$ cat src/rtl/rr_mux_nx1_pkg.sv
// Shared definitions for the rr_mux_nx1 stream merger and its arbiter.
// Holds the arbitration mode constants and the pointer-advance helper.
package rr_mux_nx1_pkg;

  localparam int MODE_RR    = 0;
  localparam int MODE_FIXED = 1;

  typedef enum logic {
    ARB_RR    = 1'b0,
    ARB_FIXED = 1'b1
  } arb_mode_e;

  // Next round-robin start index; wraps explicitly so non power-of-two N never hits an unused slot.
  function automatic int wrap_inc(input int idx, input int n);
    return (idx == n - 1) ? 0 : idx + 1;
  endfunction

endpackage

$ cat src/rtl/rr_mux_nx1_arbiter.sv
// Combinational N-way arbiter: round-robin from ptr, or fixed priority (index 0 highest).
// Reusable by any block that needs a single grant out of a request vector.
module rr_arbiter
  import rr_mux_nx1_pkg::*;
#(
  parameter int N     = 4,
  parameter int SEL_W = $clog2(N)
) (
  input  logic [N-1:0]     req,
  input  logic [SEL_W-1:0] ptr,
  input  arb_mode_e        mode,
  output logic [N-1:0]     gnt_onehot,
  output logic [SEL_W-1:0] gnt_idx,
  output logic             any
);

  localparam logic [SEL_W:0] NumCh = (SEL_W + 1)'(N);

  logic [SEL_W-1:0] start;
  logic [SEL_W:0]   probe;
  logic [SEL_W-1:0] idx;

  // Walk the requests starting at 'start', wrapping at N-1; the first hit wins.
  always_comb begin
    gnt_onehot = '0;
    gnt_idx    = '0;
    any        = 1'b0;
    probe      = '0;
    idx        = '0;
    start      = (mode == ARB_FIXED) ? '0 : ptr;
    for (int k = 0; k < N; k++) begin
      probe = {1'b0, start} + (SEL_W + 1)'(k);
      if (probe >= NumCh) probe = probe - NumCh;
      idx = probe[SEL_W-1:0];
      if (!any && req[idx]) begin
        any     = 1'b1;
        gnt_idx = idx;
      end
    end
    if (any) gnt_onehot[gnt_idx] = 1'b1;
  end

endmodule

$ cat src/rtl/rr_mux_nx1.sv
// Registered N:1 stream merger with valid/ready on every channel.
// Channel choice comes from rr_arbiter; the output register accepts a word whenever it is empty or being drained.
module rr_mux_nx1
  import rr_mux_nx1_pkg::*;
#(
  parameter int N     = 4,
  parameter int WIDTH = 8,
  parameter int MODE  = MODE_RR,
  parameter int SEL_W = $clog2(N)
) (
  input  logic               clk,
  input  logic               rst,
  input  logic [N*WIDTH-1:0] in_data,
  input  logic [N-1:0]       in_valid,
  output logic [N-1:0]       in_ready,
  output logic [WIDTH-1:0]   out_data,
  output logic               out_valid,
  input  logic               out_ready,
  output logic [SEL_W-1:0]   out_sel
);

  localparam arb_mode_e ArbMode = (MODE == MODE_FIXED) ? ARB_FIXED : ARB_RR;

  logic [WIDTH-1:0] data_q, data_d;
  logic [SEL_W-1:0] sel_q, sel_d;
  logic [SEL_W-1:0] ptr_q, ptr_d;
  logic             valid_q, valid_d;

  logic             load;
  logic [N-1:0]     gnt_onehot;
  logic [SEL_W-1:0] gnt_idx;
  logic             gnt_any;
  logic [WIDTH-1:0] ch_data [N];

  for (genvar i = 0; i < N; i++) begin : g_unpack
    assign ch_data[i] = in_data[i*WIDTH +: WIDTH];
  end

  rr_arbiter #(
    .N     (N),
    .SEL_W (SEL_W)
  ) u_arbiter (
    .req        (in_valid),
    .ptr        (ptr_q),
    .mode       (ArbMode),
    .gnt_onehot (gnt_onehot),
    .gnt_idx    (gnt_idx),
    .any        (gnt_any)
  );

  assign load     = !valid_q || out_ready;
  assign in_ready = load ? gnt_onehot : '0;

  // A stalled output holds everything; an idle load only drops valid.
  always_comb begin
    data_d  = data_q;
    sel_d   = sel_q;
    ptr_d   = ptr_q;
    valid_d = valid_q;
    if (load) begin
      if (gnt_any) begin
        data_d  = ch_data[gnt_idx];
        sel_d   = gnt_idx;
        valid_d = 1'b1;
        ptr_d   = SEL_W'(wrap_inc(int'(gnt_idx), N));
      end else begin
        valid_d = 1'b0;
      end
    end
  end

  always_ff @(posedge clk or posedge rst) begin
    if (rst) begin
      data_q  <= '0;
      sel_q   <= '0;
      ptr_q   <= '0;
      valid_q <= 1'b0;
    end else begin
      data_q  <= data_d;
      sel_q   <= sel_d;
      ptr_q   <= ptr_d;
      valid_q <= valid_d;
    end
  end

  assign out_data  = data_q;
  assign out_sel   = sel_q;
  assign out_valid = valid_q;

endmodule

$ cat config.mk
export PLATFORM = sky130hd
export DESIGN_NAME = rr_mux_nx1
export DESIGN_NICKNAME = d
export VERILOG_FILES = /design/src/rtl/rr_mux_nx1_pkg.sv /design/src/rtl/rr_mux_nx1_arbiter.sv /design/src/rtl/rr_mux_nx1.sv
export SDC_FILE = /design/constraint.sdc
export NUM_CORES = 1
export LEC_CHECK = 0
export CAP_MARGIN = 10
export CORE_ASPECT_RATIO = 1.4
export CORE_MARGIN = 4
export CORE_UTILIZATION = 30
export DETAILED_ROUTE_END_ITERATION = 8
export GPL_ROUTABILITY_DRIVEN = 0
export PLACE_DENSITY = 0.7
export SLEW_MARGIN = 20
export SYNTH_ARGS = -nofsm -noshare
export SYNTH_HDL_FRONTEND = slang
export SYNTH_SLANG_ARGS = --single-unit
$ cat constraint.sdc
create_clock -name clk -period 1.7 [get_ports clk]
set_clock_uncertainty 0.1 [all_clocks]
set_input_delay 0.255 -clock clk [delete_from_list [all_inputs] [get_ports clk]]
set_output_delay 0.255 -clock clk [all_outputs]
set_load 0.02 [all_outputs]
==> impl_metrics.yaml, run 1 <==
global_routing:
  overflow: 0
  grt_pass1_wl_mm: 4.54
  grt_usage: 0.162
  grt_pass1_vias: 995
  antenna_found_initial: 0
  grt_max_degree: 14
sta:
  slew_violations: 0
  period_share: 1.25
  finalSetupViolCount: 13
  layout_setup_ws_ns: -0.423
  hold_viol: 0
  worst_pin_slew_ns: 0.520
  fmax_mhz: 471
  hold_ws_ns: 0.219
  relSlewSlack: 0.653
  setup_tns_ns: -3.14
  layout_min_cycle_time_ns: 2.12
  rsz0062_at_grt: "true"
logic_synthesis:
  synth_fp_nets: 121
  syn-instance-count: 81
  ys_warn_count: 0
  synth_seq_cells: 13
  synth-seq-area-share: 0.375
  syn_avg_cell_area_um2: 10.7
  syn-cell-area_um2: 867
  synth.distinct_cells: 21
clocking:
  clock-root-buffer: "clkbuf_4"
  cts_buffers: 3
  h-tree-depth: 1
  clk_pin_slew_ns: 0.08
  ctsHoldBuffers: 0
  cts_tree: "built"
  clk_path_buf_depth: 2
  clk_latency_ns: 0.27
  cts.sinks: 13
power:
  p_per_area_nw_per_um2: 1090
  clkPwrFrac: 0.100
  seqPwrFrac: 0.248
  ir_drop_mv: 0.691
  intPower_mw: 1.17
  p_comb_frac: 0.652
  leakage_nw: 0.745
  switching_share: 0.376
  power.switching_mw: 0.709
layout:
  multi_input_area_um2: 598
  fillers: 237
  drive_above_1_share: 0.364
  final_common_cell: "clkdlybuf4s50_1"
  syn2layout_area_growth_pct: 99.9
  nNetsFinal: 195
  num_antenna_cells: 0
  final_cell_mix: "45 x clkdlybuf4s50_1, 16 x buf_4, 14 x nand2_1, 13 x dfrtp_1, 12 x mux2i_1"
  regArea_um2: 325
  fin_area_um2: 1730
setup_path:
  r2r_start: "ptr_q[1]"
  r2r_slack_ns: -0.22
  cp_slowest_cell: "dfrtp_1"
  crit_path_start_kind: "flop"
  crit_path_end_kind: "output pin"
  worstSetupPathType: "reg2out"
  crit_top_cell: "buf_6"
  critPathMaxFanout: 3
  timing.rr.end: "out_data[5]"
  cp.arrival_ns: 1.77
  max_stage_delay_ns: 0.40
  crit_chain: "mux2_4 -> a221oi_4 -> or2b_1 -> buf_6 -> nor2_4 -> buf_6"
  crit_required_ns: 1.34
  reg2reg_depth: 9
routing:
  viasPerCell: 4.81
  met3_length_um: 169
  ant_nets: 0
  num_vias: 914
  drt-total-wl_mm: 2.95
  firstDrtPassIters: 4
  drt_iter0_markers: 8
  dr_wl_met2_mm: 1.67
  wl_per_cell_um: 15.5
  route.detailed.drc: 0
  highest_layer: "met4"
  wl_met1_mm: 1.09
die:
  start_util: 0.321
  fp-row-count: 22
  die-area_um2: 3830
  pin_count: 54
  die_x_um: 53.4
  die_h_um: 71.6
  core_area_um2: 2700
outcome:
  violations: "negative setup slack"
  status: "finished with violations"
min_path:
  hold_class: "in2async"
flow_run:
  cap_violations: 0
placed_design:
  portBuffers: 53
  post-place-ws_ns: -0.885
  dp.final_hpwl_mm: 2.25
  placed_area_um2: 1560
-- final cells by class --
type,instances,share of cell area
Timing Repair Buffer,74,0.419
Multi-Input combinational cell,60,0.345
Sequential cell,13,0.188
Tap cell,36,0.0260
Clock buffer,4,0.0152
Inverter,3,0.00650
-- metal layers --
metal | GRT usage | vias up
li1 | - | 444
met1 | 0.175 | 434
met2 | 0.292 | 34
met3 | 0.0374 | 2
met4 | 0.0653 | 0
met5 | 0 | -
-- worst max path at each step --
stage | cells past startpoint | endpoint | startpoint
CTS | 6 | in_ready[2] | ptr_q[1]
detailed placement | 6 | in_ready[3] | in_valid[0]
floorplan | 5 | in_ready[1] | ptr_q[1]
finish | 6 | in_ready[0] | ptr_q[1]
global route | 6 | in_ready[0] | ptr_q[1]
global placement | 6 | in_ready[3] | in_valid[0]
-- timing repair --
item | in CTS | in global routing
setup endpoints to repair | 15 | 14
buffers inserted | 4 | 2
gates resized for setup | 44 | 9
pin swaps | 6 | 1
gates cloned | 1 | 0
-- logic make-up (layout without fill, tap and decap cells) --
kind of cell    count (synthesis)  in the layout  synth area share
buf+inv                         8             81            0.0563
flops                          13             13             0.375
compound gates                 16             16             0.214
mux                            18             18             0.215
simple gates                   25             25             0.126
fa+ha+maj                       1              1            0.0144
-- sequential cells by signal (all words and copies together), names as in the netlist --
| name | cells |
|---|---|
| ptr_q | 2 |
| out_data | 8 |
| out_sel | 2 |
| out_valid | 1 |
-- Yosys cell counts (all sizes together) --
| library cell | n | area [µm²] |
|---|---|---|
| nand3b | 1 | 7.51 |
| a2bb2oi | 1 | 15.0 |
| a21boi | 1 | 7.51 |
| nor4 | 1 | 6.26 |
| ha | 1 | 12.5 |
| mux2 | 2 | 26.3 |
| and2 | 1 | 6.26 |
| buf | 5 | 37.5 |
| nand2 | 17 | 63.8 |
| a21oi | 4 | 20.0 |
| o221ai | 8 | 120 |
| or2b | 1 | 7.51 |
| a221oi | 1 | 15.0 |
| mux2i | 16 | 160 |
| dfrtp | 13 | 325 |
| nor2b | 1 | 6.26 |
| inv | 3 | 11.3 |
| nor2 | 3 | 11.3 |
| a21o | 1 | 7.51 |
-- worst max-delay path: cells and delay by family (launching register included) --
kind	cells	cell delay [ns]
simple gates	2	0.23
flops	1	0.40
mux	1	0.31
compound gates	1	0.32
buf+inv	2	0.24
-- power groups by stage --
| stage | Clock, mW | Combinational (mW) | Sequential, mW |
|---|---|---|---|
| floorplan | 0 | 0.477 | 0.583 |
| global placement | 0 | 1.05 | 0.468 |
| detailed placement | 0 | 1.07 | 0.471 |
| CTS | 0.197 | 1.22 | 0.465 |
| global route | 0.214 | 1.30 | 0.479 |
| finish | 0.188 | 1.23 | 0.467 |
-- through the flow --
stage | std cells | total power [mW] | utilization
2_1_floorplan | 81 | 1.06 | -
3_3_place_gp | 181 | 1.52 | 0.577
3_5_place_dp | 181 | 1.54 | 0.577
4_1_cts | 189 | 1.88 | 0.635
5_1_grt | 190 | 2.00 | 0.642
6_report | 190 | 1.88 | 0.642
Power figures use the tool's default switching activity.
==> run 2: changes to the inputs <==
CTS_BUF_LIST = sky130_fd_sc_hd__clkbuf_4 sky130_fd_sc_hd__clkbuf_8   (was unset)
==> run 2 against run 1 <==
  * The flow still finishes with violations (negative setup slack)
  * Combinational power barely moved
  * Global-route usage did not move
  * Die area did not move
  * Wire length rose by 0.17%
  * Sequential power barely moved
  * Flip-flop and latch count did not move
  * Worst hold slack got worse by 0.0029 ns
  * Largest cell class unchanged
  * Highest routed layer unchanged
==> impl_metrics.yaml, run 2 (synthesis gave the netlist of run 1 again) <==
outcome:
  status: "finished with violations"
  violations: "negative setup slack"
setup_path:
  cp.arrival_ns: 1.77
  worstSetupPathType: "reg2out"
  crit_required_ns: 1.34
  cp_slowest_cell: "dfrtp_1"
  max_stage_delay_ns: 0.40
  crit_path_end_kind: "output pin"
  crit_path_start_kind: "flop"
  crit_top_cell: "buf_6"
  crit_chain: "mux2_4 -> a221oi_4 -> or2b_1 -> buf_6 -> nor2_4 -> buf_6"
  critPathMaxFanout: 3
global_routing:
  met2_usage: 0.292
  grt_pass1_wl_mm: 4.54
  grtUsageMet1: 0.175
  overflow: 0
  grt_pass1_vias: 995
  grt_max_degree: 14
  top_usage_layer: "met2"
  grtUsageMet3: 0.0374
  antenna_found_initial: 0
  grt_usage: 0.162
layout:
  nNetsFinal: 195
  syn2layout_area_growth_pct: 100
  final_cell_mix: "45 x clkdlybuf4s50_1, 16 x buf_4, 14 x nand2_1, 13 x dfrtp_1, 12 x mux2i_1"
  num_antenna_cells: 0
  largest_reg_flops: 8
  drive_above_1_share: 0.370
  final_common_cell: "clkdlybuf4s50_1"
die:
  fp-row-count: 22
  die_x_um: 53.4
  start_util: 0.321
  core_area_um2: 2700
  die_h_um: 71.6
  die-area_um2: 3830
  pin_count: 54
sta:
  finalSetupViolCount: 13
  period_share: 1.25
  relSlewSlack: 0.653
  worst_pin_slew_ns: 0.520
  hold_viol: 0
  hold_ws_ns: 0.216
  layout_min_cycle_time_ns: 2.12
  slew_violations: 0
  rsz0062_at_grt: "true"
  fmax_mhz: 471
  layout_setup_ws_ns: -0.423
routing:
  viasPerCell: 4.82
  wl_per_cell_um: 15.6
  route.detailed.drc: 0
  drt-total-wl_mm: 2.96
  drt_iter0_markers: 8
  ant_nets: 0
  firstDrtPassIters: 4
  num_vias: 915
clocking:
  h-tree-depth: 1
  cts.sinks: 13
  clk_latency_ns: 0.27
  cts_buffers: 3
  clk_pin_slew_ns: 0.08
  clk_path_buf_depth: 2
  clock-root-buffer: "clkbuf_4"
  cts_tree: "built"
placed_design:
  portBuffers: 53
  post-place-ws_ns: -0.885
  dp.final_hpwl_mm: 2.25
power:
  total_power_mw: 1.90
  ir_drop_mv: 0.700
  leakage_nw: 0.749
  p_per_area_nw_per_um2: 1100
min_path:
  hold_class: "in2async"
flow_run:
  cap_violations: 0
==> run 2: cell count changes in the layout (fill, tap and decap cells not counted) <==
cell | previous run | this run
clkbuf_4 | 3 | 4
clkbuf_1 | 1 | 0
==> run 2: metrics by stage <==
stage	cell area, µm²	instances	utilization	TNS (ns)
2_1_floorplan	888	81	-	-0.156
3_3_place_gp	1560	181	0.577	-8.02
3_5_place_dp	1560	181	0.577	-8.48
4_1_cts	1720	189	0.637	-2.93
5_1_grt	1740	190	0.644	-4.02
6_report	1740	190	0.644	-3.12
==> run 2: timing repair <==
action | CTS | global route
endpoints found under the hold margin | 0 | 0
gates resized for setup | 44 | 9
hold buffers | 0 | 0
endpoints found under the setup margin | 15 | 14
pin swaps | 6 | 1
buffers inserted | 4 | 2
gates cloned | 1 | 0
==> run 2: path summary, 6_finish.rpt <==
path	slack [ns]	cells after the start	start	to
worst max-delay path	-0.42	6	ptr_q[1]	in_ready[0]
worst min-delay path	0.22	2	rst	out_data[1]
worst max register to register	-0.21	9	ptr_q[1]	out_data[5]
worst min register to register	0.40	2	out_data[3]	out_data[3]
max in group asynchronous	0.94	2	rst	out_data[6]
min in group clk	0.40	2	out_data[3]	out_data[3]
==> run 2: critical path, delay by kind of cell, from the launching register on <==
kind | cells | cell delay, ns
AOI/OAI and AO/OA | 1 | 0.32
buffers and inverters | 2 | 0.24
and+or+nand+nor | 2 | 0.23
DFF | 1 | 0.40
muxes | 1 | 0.31
==> run 2: routing by layer <==
layer / share of wire / vias up
met3: 0.057 / 2
met4: 0.0085 / 0
met2: 0.56 / 34
li1: - / 444
met1: 0.37 / 435
met5: 0 / -
==> run 2: final cells by class <==
cell class	count	area, µm²
inverters	3	11.3
well taps	36	45.0
fillers	236	961
flip-flops and latches	13	325
repair buffers	74	727
multi-input cells	60	598
clock buffers	4	30.0
==> run 2: where the power goes <==
part	switching, mW	internal, mW
Clock	0.100	0.107
Sequential	0.0556	0.411
Combinational	0.556	0.673
